--- src/rtl/hdmi_stream_ctrl.sv ---
// hdmi_stream_ctrl
// Frame-level sequencer for the HDMI pass-through datapath. It waits for TX PLL
// lock, aligns pixel capture to the start of an incoming RX frame, holds the TX
// timing generator in restart until the processed-pixel FIFO holds PREFILL
// words, and then watches for FIFO underflow and lost input frames. Either event
// sends the chain through a flush (RESYNC) and back to frame alignment.
//
// Ports:
//   clk            pixel clock; every input is synchronous to it
//   rstbtn_n       asynchronous active-low reset
//   pll_lckd       TX PLL / BUFPLL lock; losing it forces IDLE
//   rx_vsync       decoded RX vsync, already in the clk domain
//   fifo_level     processed-FIFO read-side word count
//   fifo_empty     processed-FIFO empty flag
//   rd_active      timing generator active video (FIFO read enable)
//   capture_en     RX pixel FIFO write gate (high in FILL and RUN)
//   fifo_flush     synchronous clear to both FIFOs (high in RESYNC)
//   timing_restart timing generator restart (low only in RUN)
//   running        status LED (high only in RUN)
//   underflow_cnt  saturating count of underflow events
//   frame_cnt      wrapping count of frames completed in RUN
//   state          current state encoding
module hdmi_stream_ctrl #(
    parameter int                   LEVEL_W      = 11,
    parameter logic [LEVEL_W-1:0]   PREFILL      = 11'd640,
    parameter int                   TIMEOUT_W    = 20,
    parameter logic [TIMEOUT_W-1:0] TIMEOUT      = 20'd840000,
    parameter int                   FLUSH_CYCLES = 16
) (
    input  logic               clk,
    input  logic               rstbtn_n,
    input  logic               pll_lckd,
    input  logic               rx_vsync,
    input  logic [LEVEL_W-1:0] fifo_level,
    input  logic               fifo_empty,
    input  logic               rd_active,
    output logic               capture_en,
    output logic               fifo_flush,
    output logic               timing_restart,
    output logic               running,
    output logic [7:0]         underflow_cnt,
    output logic [15:0]        frame_cnt,
    output logic [2:0]         state
);

    typedef enum logic [2:0] {
        ST_IDLE    = 3'd0,
        ST_WAIT_VS = 3'd1,
        ST_FILL    = 3'd2,
        ST_RUN     = 3'd3,
        ST_RESYNC  = 3'd4
    } state_t;

    localparam logic [7:0]           FLUSH_LOAD = 8'(FLUSH_CYCLES - 1);
    localparam logic [TIMEOUT_W-1:0] TMO_LAST   = TIMEOUT - TIMEOUT_W'(1);

    state_t               state_q, state_d;
    logic                 vs_d_q;
    logic [TIMEOUT_W-1:0] tmo_q, tmo_d;
    logic [7:0]           flush_q, flush_d;
    logic [7:0]           ucnt_q, ucnt_d;
    logic [15:0]          fcnt_q, fcnt_d;
    logic                 capture_q, capture_d;
    logic                 flush_o_q, flush_o_d;
    logic                 restart_q, restart_d;
    logic                 running_q, running_d;

    logic                 vs_rise_s;
    logic                 underflow_s;
    logic                 timeout_s;

    // vs_d resets high so a vsync already high at reset release is not an edge.
    assign vs_rise_s   = rx_vsync & ~vs_d_q;
    assign underflow_s = (state_q == ST_RUN) & rd_active & fifo_empty;
    // The timeout fires even if a vsync rise arrives in the same cycle.
    assign timeout_s   = ((state_q == ST_FILL) | (state_q == ST_RUN)) & (tmo_q == TMO_LAST);

    // Next-state, counter and output decode; outputs follow the next state so
    // they register on the same edge as the state itself.
    always_comb begin
        state_d = state_q;
        tmo_d   = {TIMEOUT_W{1'b0}};
        flush_d = flush_q;
        ucnt_d  = ucnt_q;
        fcnt_d  = fcnt_q;

        if (!pll_lckd) begin
            state_d = ST_IDLE;
        end else begin
            case (state_q)
                ST_IDLE: begin
                    state_d = ST_WAIT_VS;
                end
                ST_WAIT_VS: begin
                    if (vs_rise_s) begin
                        state_d = ST_FILL;
                    end else begin
                        state_d = ST_WAIT_VS;
                    end
                end
                ST_FILL: begin
                    tmo_d = vs_rise_s ? {TIMEOUT_W{1'b0}} : (tmo_q + TIMEOUT_W'(1));
                    if (timeout_s) begin
                        state_d = ST_RESYNC;
                        flush_d = FLUSH_LOAD;
                    end else if (fifo_level >= PREFILL) begin
                        state_d = ST_RUN;
                    end else begin
                        state_d = ST_FILL;
                    end
                end
                ST_RUN: begin
                    tmo_d = vs_rise_s ? {TIMEOUT_W{1'b0}} : (tmo_q + TIMEOUT_W'(1));
                    if (underflow_s) begin
                        state_d = ST_RESYNC;
                        flush_d = FLUSH_LOAD;
                        ucnt_d  = (ucnt_q == 8'd255) ? ucnt_q : (ucnt_q + 8'd1);
                    end else if (timeout_s) begin
                        state_d = ST_RESYNC;
                        flush_d = FLUSH_LOAD;
                    end else begin
                        state_d = ST_RUN;
                        fcnt_d  = vs_rise_s ? (fcnt_q + 16'd1) : fcnt_q;
                    end
                end
                ST_RESYNC: begin
                    if (flush_q == 8'd0) begin
                        state_d = ST_WAIT_VS;
                    end else begin
                        state_d = ST_RESYNC;
                        flush_d = flush_q - 8'd1;
                    end
                end
                default: begin
                    state_d = ST_IDLE;
                end
            endcase
        end

        capture_d = (state_d == ST_FILL) | (state_d == ST_RUN);
        flush_o_d = (state_d == ST_RESYNC);
        restart_d = (state_d != ST_RUN);
        running_d = (state_d == ST_RUN);
    end

    // State, counters and registered outputs.
    always_ff @(posedge clk or negedge rstbtn_n) begin
        if (!rstbtn_n) begin
            state_q   <= ST_IDLE;
            vs_d_q    <= 1'b1;
            tmo_q     <= {TIMEOUT_W{1'b0}};
            flush_q   <= 8'd0;
            ucnt_q    <= 8'd0;
            fcnt_q    <= 16'd0;
            capture_q <= 1'b0;
            flush_o_q <= 1'b0;
            restart_q <= 1'b1;
            running_q <= 1'b0;
        end else begin
            state_q   <= state_d;
            vs_d_q    <= rx_vsync;
            tmo_q     <= tmo_d;
            flush_q   <= flush_d;
            ucnt_q    <= ucnt_d;
            fcnt_q    <= fcnt_d;
            capture_q <= capture_d;
            flush_o_q <= flush_o_d;
            restart_q <= restart_d;
            running_q <= running_d;
        end
    end

    assign capture_en     = capture_q;
    assign fifo_flush     = flush_o_q;
    assign timing_restart = restart_q;
    assign running        = running_q;
    assign underflow_cnt  = ucnt_q;
    assign frame_cnt      = fcnt_q;
    assign state          = state_q;

endmodule

--- config.mk ---
export PLATFORM = sky130hd
export DESIGN_NAME = hdmi_stream_ctrl
export DESIGN_NICKNAME = d
export VERILOG_FILES = /design/src/rtl/hdmi_stream_ctrl.sv
export SDC_FILE = /design/constraint.sdc
export NUM_CORES = 1
export LEC_CHECK = 0
export CAP_MARGIN = 20
export CORE_MARGIN = 5
export CORE_UTILIZATION = 48
export CTS_CLUSTER_SIZE = 24
export DETAILED_ROUTE_END_ITERATION = 8
export PLACE_DENSITY = 0.81
export SLEW_MARGIN = 20
export SYNTH_ARGS = -nofsm -noshare
export SYNTH_HDL_FRONTEND = slang
export SYNTH_SLANG_ARGS = --single-unit
--- constraint.sdc ---
create_clock -name clk -period 1.7 [get_ports clk]
set_clock_uncertainty 0.05 [all_clocks]
set_input_delay 0.34 -clock clk [delete_from_list [all_inputs] [get_ports clk]]
set_output_delay 0.34 -clock clk [all_outputs]
set_load 0.005 [all_outputs]
## Word level (Yosys, flattened, before mapping)

Cells that the tools add are included.

- $add $sub $neg: 4
- Magnitude comparators: 1
- Equality and inequality tests: 11
- Multiplexer cells: 15
- Bitwise gates (word level): 10
- Reductions and logical operators: 7

Operators with widths:

| operator | count |
|---|---|
| $mux 20 | 3 |
| $mux 8 | 3 |
| $pmux 8 s3 | 1 |
| $add 20x1->20 const B | 1 |
| $eq 20x20->1 const B | 1 |
| $add 16x1->16 const B | 1 |
| $mux 3 | 5 |
| $pmux 3 s5 | 1 |
| $eq 3x2->1 const B | 4 |
| $ge 11x10->1 const B | 1 |
| $add 8x1->8 const B | 1 |
| $eq 8x8->1 const B | 1 |
| $logic_not 8->1 | 1 |
| $sub 8x1->8 const B | 1 |
| $eq 3x3->1 const B | 2 |
| $reduce_and 5->1 | 1 |
| $and 1x1->1 | 4 |
| $not 1->1 | 4 |
| $reduce_and 4->1 | 1 |
| $eq 3x1->1 const B | 1 |
| $logic_not 3->1 | 1 |
| $ne 3x2->1 const B | 1 |
| $reduce_and 3->1 | 1 |
| $reduce_bool 3->1 | 1 |
| other kinds (5) | 6 |

- Register bits: 60
- Input port bits: 17
- Output and inout bits: 31

## Longest topological paths before layout

Gate-level depths: netlist of run 1.

- Depth in word-level cells: 9
- Depth in mapped cells: 7
- Depth with buffers taken out: 7

## Worst setup path after synthesis of run 1

OpenSTA, ideal clock, no wires.

- Kind: register -> register
- From: reg tmo_q[0]
- To: reg fcnt_q[1], in the netlist frame_cnt[1]
- Library setup time: 0.125 ns
- Arrival: 1.757 ns
- Required time: 1.525 ns
- Slack: -0.232 ns
- Cell stages (with the launch flop): 7
- Clock period less this slack: 1.932 ns
- Cell sequence: dfrtp_1 > ha_1 > and3_1 > nand3_1 > o21ai_4 > nand2b_2 > mux2_2

- Word-level cells in the longest chain between the ends: 4

RTL lines:

| element | line | source |
|---|---|---|
| from (decl) | 59 | `logic [TIMEOUT_W-1:0] tmo_q, tmo_d;` |
| from (signal assigned) | 151 | `tmo_q <= {TIMEOUT_W{1'b0}};` |
| from (signal assigned) | 162 | `tmo_q <= tmo_d;` |
| $eq 20x20->1 | 76 | `assign timeout_s = ((state_q == ST_FILL) \| (state_q == ST_RUN)) & (tmo_q == TMO_LAST);` |
| $and 1x1->1 | 76 |  |
| $not 1->1 (no source line) | - |  |
| $reduce_and 5->1 (no source line) | - |  |
| to (signal assigned) | 165 | `fcnt_q <= fcnt_d;` |
| to (decl) | 62 | `logic [15:0] fcnt_q, fcnt_d;` |

No other way between the ends.
A chain may end at the register's enable or synchronous reset.

## Worst setup path after layout of run 1

- From: reg tmo_q[0]
- To: reg fcnt_q[8], in the netlist frame_cnt[8]

The elaborated chain is that of the path after synthesis.

==> results.sh, run 1 <==
export IMPL_status="finished, violations left"
export IMPL_violations="negative setup slack"
export IMPL_p_int_mw=2.630
export IMPL_rows=29
export IMPL_ys_warn_count=0
export IMPL_critPathKind="reg -> reg"
export IMPL_hpwlAfterDp_mm=5.281
export IMPL_core_mm2=0.006277
export IMPL_clk_latency_ns=0.36
export IMPL_syn2layout_area_growth_pct=68.14
export IMPL_placed_cells=465
export IMPL_cts_buffer_depth=2
export IMPL_synthCells=287
export IMPL_crit_path_start_kind="register"
export IMPL_synth_cell_type_count=54
export IMPL_power_frac_comb_pct=11.4
export IMPL_crit_path_end_kind="register"
export IMPL_place_gp_congestion=0.9065
export IMPL_die_y_um=89.83
export IMPL_utilization_pct=81.94
export IMPL_power_share_switching_pct=25.40
export IMPL_postRouteAntennaNets=0
export IMPL_ys_ff_latch=60
export IMPL_clkSinkCount=60
export IMPL_root_buffer="clkbuf_8"
export IMPL_p_seq_share_pct=42.4
export IMPL_max_freq_ghz=0.5069
export IMPL_synthFlopType="dfrtp_1"
export IMPL_die_w_um=89.83
export IMPL_antenna_found_initial=0
export IMPL_syn_area_mm2=0.003059
export IMPL_gr_total_overflow=0
export IMPL_yosysTopAreaCell="dfrtp_1"
export IMPL_power_frac_clock_pct=46.3
export IMPL_clk_pin_slew_ns=0.09
export IMPL_io_pins=48
export IMPL_start_util_pct=48.73
export IMPL_synth_area_per_cell_um2=10.66
export IMPL_yosys_top_cells_area="dfrtp_1 (47%), xor2_1 (8.0%), xnor2_1 (4.3%), nor2_1 (4.2%), nand2_1 (2.3%)"
export IMPL_grt_pass1_wl_mm=15.59
export IMPL_worst_slew_pin_slew_ns=0.4440
export IMPL_synthArstFlopShare_pct=100.0
export IMPL_synth_nets=309
export IMPL_antennaDiodeCount=0
export IMPL_switchingPower_mw=0.8955
export IMPL_ir_worst_vdd_uv=576.9
export IMPL_dr_first_iter_drc_count=278
export IMPL_cts_made_buffers=9
export IMPL_grt_pass1_vias=3097
export IMPL_grtUsageTotal_pct=23.83
export IMPL_dr_pass1_iters=7
export IMPL_slew_viol_final=0
export IMPL_final_net_count=464
export IMPL_relSlewSlack_pct=70.03
export IMPL_drcViolationCount=0
export IMPL_drive_gt1_share_pct=46.76
export IMPL_cts_tree="done"
export IMPL_synth_edf_count=0
export IMPL_yosysSeqAreaShare_pct=49.16
export IMPL_instances_no_fill=524
export IMPL_routed_wl_mm=11.46
export IMPL_cap_violations=0
export IMPL_cp_data_arrival_time_ns=2.17
export IMPL_fin_crit_sh_pct=116.0
export IMPL_hp_class="in -> reg"
export IMPL_h_tree_depth=3
export IMPL_hold_viol=0
export IMPL_final_min_clock_period_ns=1.973
export IMPL_p_leak_nw=2.377
export IMPL_design_die_area_mm2=0.008069
export IMPL_vias=3115
export IMPL_p_per_area_mw_per_mm2=685.5
export IMPL_grt_max_degree=61
export IMPL_wire_per_inst_um=21.87
export IMPL_rsz0062_at_grt="yes"
export IMPL_setup_slack_ns=-0.2727
export IMPL_port_buffers=40
export IMPL_vias_per_cell=5.945
export IMPL_critical_path_max_fanout=6
export IMPL_required_ns=1.89
export IMPL_setup_viol=40
export IMPL_synth_top_area_share_pct=47.44
## flip-flops by register name, summed over array words and instances (netlist names), 3 cells and up
signal / cells
underflow_cnt: 8
flush_q: 8
state: 3
tmo_q: 20
frame_cnt: 16
## power by group through the flow
stage / logic (mW) / clock network, mW / registers, mW
2_1_floorplan: 0.0796 / 0 / 1.52
3_3_place_gp: 0.263 / 0 / 1.51
3_5_place_dp: 0.272 / 0 / 1.51
4_1_cts: 0.318 / 1.60 / 1.49
5_1_grt: 0.426 / 1.71 / 1.50
6_report: 0.401 / 1.63 / 1.49
## critical path: stages, from the launching register on
cell and delay, ns:
dfrtp_1 0.40, ha_2 0.20, and3_4 0.21, nand3_4 0.11
buf_6 0.15, o2111ai_4 0.26, buf_4 0.17, nor2_2 0.04
xor2_1 0.26
## timing repair
item / 4_1_cts / 5_1_grt
buffers inserted: 23 / 19
setup endpoints to repair: 54 / 65
hold endpoints to repair: 58 / 0
pin swaps: 26 / 29
resized for setup: 60 / 59
gates cloned: 0 / 0
hold buffers: 1 / 0
## layer usage
metal / share of wire [%] / GRT usage (%) / wire [µm]
met1: 36 / 28.64 / 4182
met2: 50 / 39.33 / 5706
met3: 6.3 / 5.259 / 718
met4: 7.4 / 13.35 / 853
met5: 0 / 0 / 0
## placed cells by master (no fill, tap or decap), drive strengths merged, types with 7 or more instances in the layout
master,count
o21ai,7
inv,11
clkdlybuf4s50,24
nand2,19
nand4,14
buf,110
dfrtp,58
clkbuf,9
nor4,7
nor2,34
dlygate4sd2,13
xnor2,15
xor2,28
nor3,13
nand3,14
## cell families (layout without fill, tap and decap cells)
family                     after synthesis  count (layout)  synth area share [%]
and+or+nand+nor                        131             131                 25.81
DFF                                     60              60                 49.16
xor gates and xnor gates                43              43                 12.31
AOI/OAI and AO/OA                       29              29                 7.444
buffers and inverters                   17             177                 2.495
adders and majority gates                5               5                 2.045
muxes                                    2               2                0.7361
## layout make-up
| cell class | count | area (µm²) |
|---|---|---|
| clock buffers | 9 | 123.9 |
| clock inverters | 7 | 115.1 |
| fillers | 302 | 1134 |
| inverters | 11 | 41.29 |
| multi-input cells | 210 | 1946 |
| flip-flops and latches | 60 | 1509 |
| well taps | 77 | 96.34 |
| repair buffers | 150 | 1313 |
## metrics by stage
| stage | power [mW] | setup slack, ns | setup TNS, ns | area [µm²] | hold slack, ns |
|---|---|---|---|---|---|
| 2_1_floorplan | 1.604 | -0.09947 | -0.09947 | 3131 | -0.005591 |
| 3_3_place_gp | 1.776 | -0.3363 | -9.374 | 4096 | 0.3187 |
| 3_5_place_dp | 1.786 | -0.4034 | -11.89 | 4096 | 0.3157 |
| 4_1_cts | 3.402 | -0.1481 | -2.621 | 4743 | 0.3702 |
| 5_1_grt | 3.636 | -0.3432 | -7.556 | 5144 | 0.3910 |
| 6_report | 3.526 | -0.2727 | -4.710 | 5144 | 0.3919 |
## synth_stat cells, types with 2 or more instances
master,number
xor2_1,28
and4_1,5
and3_1,2
ha_1,5
nor4b_1,3
a311oi_1,2
inv_1,11
dfstp_2,2
o2bb2ai_1,3
a31oi_1,2
nand2_1,19
nand2b_1,3
nand4_2,2
nand3_1,13
o21a_1,3
nor4_2,3
dfrtp_1,58
and2_1,2
a21oi_1,6
nor2b_1,2
nor4_1,3
nand4_1,11
nor2_1,34
buf_2,4
o21ai_0,4
xnor2_1,15
nor3_1,13
nor3b_1,3
## final timing paths
check	cells past startpoint	slack [ns]	to	startpoint
setup reg to reg	8	-0.27	frame_cnt[8]	tmo_q[0]
hold reg to reg	1	0.44	frame_cnt[15]	frame_cnt[15]
setup / recovery	8	-0.27	frame_cnt[8]	tmo_q[0]
hold / removal	1	0.39	vs_d_q	rx_vsync
min in group asynchronous	3	0.46	frame_cnt[9]	rstbtn_n
max in group asynchronous	3	0.81	vs_d_q	rstbtn_n
(Power assumes the default switching activity.)
==> inputs of run 2 (changes only) <==
--- a/config.mk
+++ b/config.mk
@@ -6,7 +6,6 @@
 export NUM_CORES = 1
 export LEC_CHECK = 0
 export CAP_MARGIN = 20
-export CORE_MARGIN = 5
 export CORE_UTILIZATION = 48
 export CTS_CLUSTER_SIZE = 24
 export DETAILED_ROUTE_END_ITERATION = 8
==> results.sh, run 2 (synthesized netlist as in run 1, its figures left out) <==
export IMPL_hpwlAfterDp_mm=4.932
export IMPL_slowest_stage="dfrtp_1"
export IMPL_cts_buffer_depth=2
export IMPL_clk_latency_ns=0.36
export IMPL_root_buffer="clkbuf_8"
export IMPL_critical_path_max_fanout=7
export IMPL_dr_pass1_iters=5
export IMPL_antennaDiodeCount=0
export IMPL_layout_common_cells="buf_4 (78), dfrtp_1 (56), nor2_1 (29), xor2_1 (28), clkdlybuf4s50_1 (19)"
export IMPL_worst_slew_pin_slew_ns=0.5316
export IMPL_final_net_count=452
export IMPL_grt_pass1_vias=2765
export IMPL_worst_path_buf_inv=2
export IMPL_wire_per_inst_um=20.35
export IMPL_utilization_pct=81.75
export IMPL_p_leak_nw=2.337
export IMPL_cp_slowest_stage_delay_ns=0.41
export IMPL_holdCritStartpoint="rx_vsync"
export IMPL_vias_per_cell=5.796
export IMPL_fin_area_mm2=0.004926
export IMPL_cp_data_arrival_time_ns=2.11
export IMPL_startpoint="state[1]"
export IMPL_hp_class="in -> reg"
export IMPL_largest_register="tmo_q"
export IMPL_start_util_pct=50.77
export IMPL_critPathTopFamily="simple AND/OR/NAND/NOR gates"
export IMPL_clkSinkCount=60
export IMPL_core_mm2=0.006026
export IMPL_instances_no_fill=510
export IMPL_placed_cells=461
export IMPL_fillers=302
export IMPL_clk_pin_slew_ns=0.08
export IMPL_rows=28
export IMPL_final_min_clock_period_ns=1.911
export IMPL_grtUsageTotal_pct=27.44
export IMPL_cap_violations=0
export IMPL_cts_made_buffers=9
export IMPL_io_pins=48
export IMPL_p_seq_share_pct=44.8
export IMPL_hold_viol=0
export IMPL_power_frac_comb_pct=9.8
export IMPL_slew_viol_final=0
export IMPL_r2r_start="state[1]"
export IMPL_antenna_found_initial=0
export IMPL_preCtsSetupSlack_ns=-0.4483
export IMPL_setup_viol=36
export IMPL_grt_pass1_wl_mm=13.39
export IMPL_crit_path_end_kind="register"
export IMPL_final_common_cell="buf_4"
export IMPL_violations="negative setup slack"
export IMPL_cp_cell_sequence="buf_6, nor3b_1, buf_4, a21boi_4, o21a_1, nor2_1, nor3_1"
export IMPL_status="finished, violations left"
export IMPL_drive_gt1_share_pct=41.15
export IMPL_setup_slack_ns=-0.2113
export IMPL_p_per_area_mw_per_mm2=677.7
export IMPL_postRouteAntennaNets=0
export IMPL_ir_worst_vdd_uv=672.5
export IMPL_drcViolationCount=0
export IMPL_required_ns=1.90
export IMPL_switchingPower_mw=0.8820
export IMPL_crit_path_start_kind="register"
export IMPL_grt_max_degree=50
export IMPL_gr_total_overflow=0
export IMPL_cts_tree="done"
export IMPL_port_buffers=40
export IMPL_vias=2956
export IMPL_rsz0062_at_grt="yes"
export IMPL_routed_wl_mm=10.38
export IMPL_syn2layout_area_growth_pct=61.02
export IMPL_fin_crit_sh_pct=112.4
export IMPL_max_freq_ghz=0.5232
export IMPL_largest_reg_flops=20
export IMPL_h_tree_depth=3
export IMPL_power_frac_clock_pct=45.4
export IMPL_power_share_switching_pct=26.42
export IMPL_relSlewSlack_pct=64.11
export IMPL_design_die_area_mm2=0.006696
export IMPL_place_gp_congestion=0.8670
export IMPL_placed_area_mm2=0.004079
export IMPL_dr_first_iter_drc_count=253
export IMPL_tns_ns=-3.116
export IMPL_p_int_mw=2.456
export IMPL_critPathKind="reg -> reg"
export IMPL_die_y_um=81.83
export IMPL_die_w_um=81.83
## run 2: cell types whose count changed in the layout (fill, tap and decap cells not counted), moves of 3 or more
cell             previous run  this run
buf_4                      87        78
nor3_1                      4         8
clkdlybuf4s50_1            24        19
clkinv_4                    0         3
dlymetal6s2s_1              2         6
buf_6                      20        16
nand2_1                    14        17
nor3_2                      6         2
nor4_2                      3         0
## run 2: cell type report
class / count / area [µm²] / area share [%]
sequential: 60 / 1506 / 30.58
clock inverter: 7 / 101.3 / 2.057
timing repair buffer: 138 / 1229 / 24.94
tap: 75 / 93.84 / 1.905
inverter: 11 / 41.29 / 0.8382
multi-input combinational: 210 / 1831 / 37.16
clock buffer: 9 / 123.9 / 2.515
## run 2: what timing repair did
item,in CTS,in global routing
hold endpoints to repair,10,0
gates resized for setup,56,42
pin swaps,18,16
setup endpoints to repair,48,53
setup buffers,12,21
hold buffers,1,0
## run 2: stage by stage
stage | power [mW] | hold slack, ns
6_report | 3.338 | 0.2183
5_1_grt | 3.441 | 0.2200
4_1_cts | 3.268 | 0.2110
3_5_place_dp | 1.787 | 0.1916
3_3_place_gp | 1.776 | 0.1879
2_1_floorplan | 1.604 | -0.005591
## run 2: power by group through the flow
stage / sequential, mW / clock, mW / combinational (mW)
final: 1.49 / 1.52 / 0.328
after global routing: 1.50 / 1.59 / 0.355
after CTS: 1.49 / 1.48 / 0.299
after detailed placement: 1.51 / 0 / 0.274
after global placement: 1.51 / 0 / 0.264
after floorplan: 1.52 / 0 / 0.0796
## run 2: final timing paths
check	end	slack [ns]	cells after the start
max	flush_q[3]	-0.21	7
min	vs_d_q	0.22	1
max reg2reg	flush_q[3]	-0.21	7
min reg2reg	frame_cnt[15]	0.43	1
max in group asynchronous	vs_d_q	0.66	3
min in group asynchronous	tmo_q[10]	0.34	2
## run 2: metal layers
metal,track usage (%),wire length (µm)
met5,0,0
met4,13.68,306
met3,6.000,610
met2,43.80,5255
met1,35.05,4207
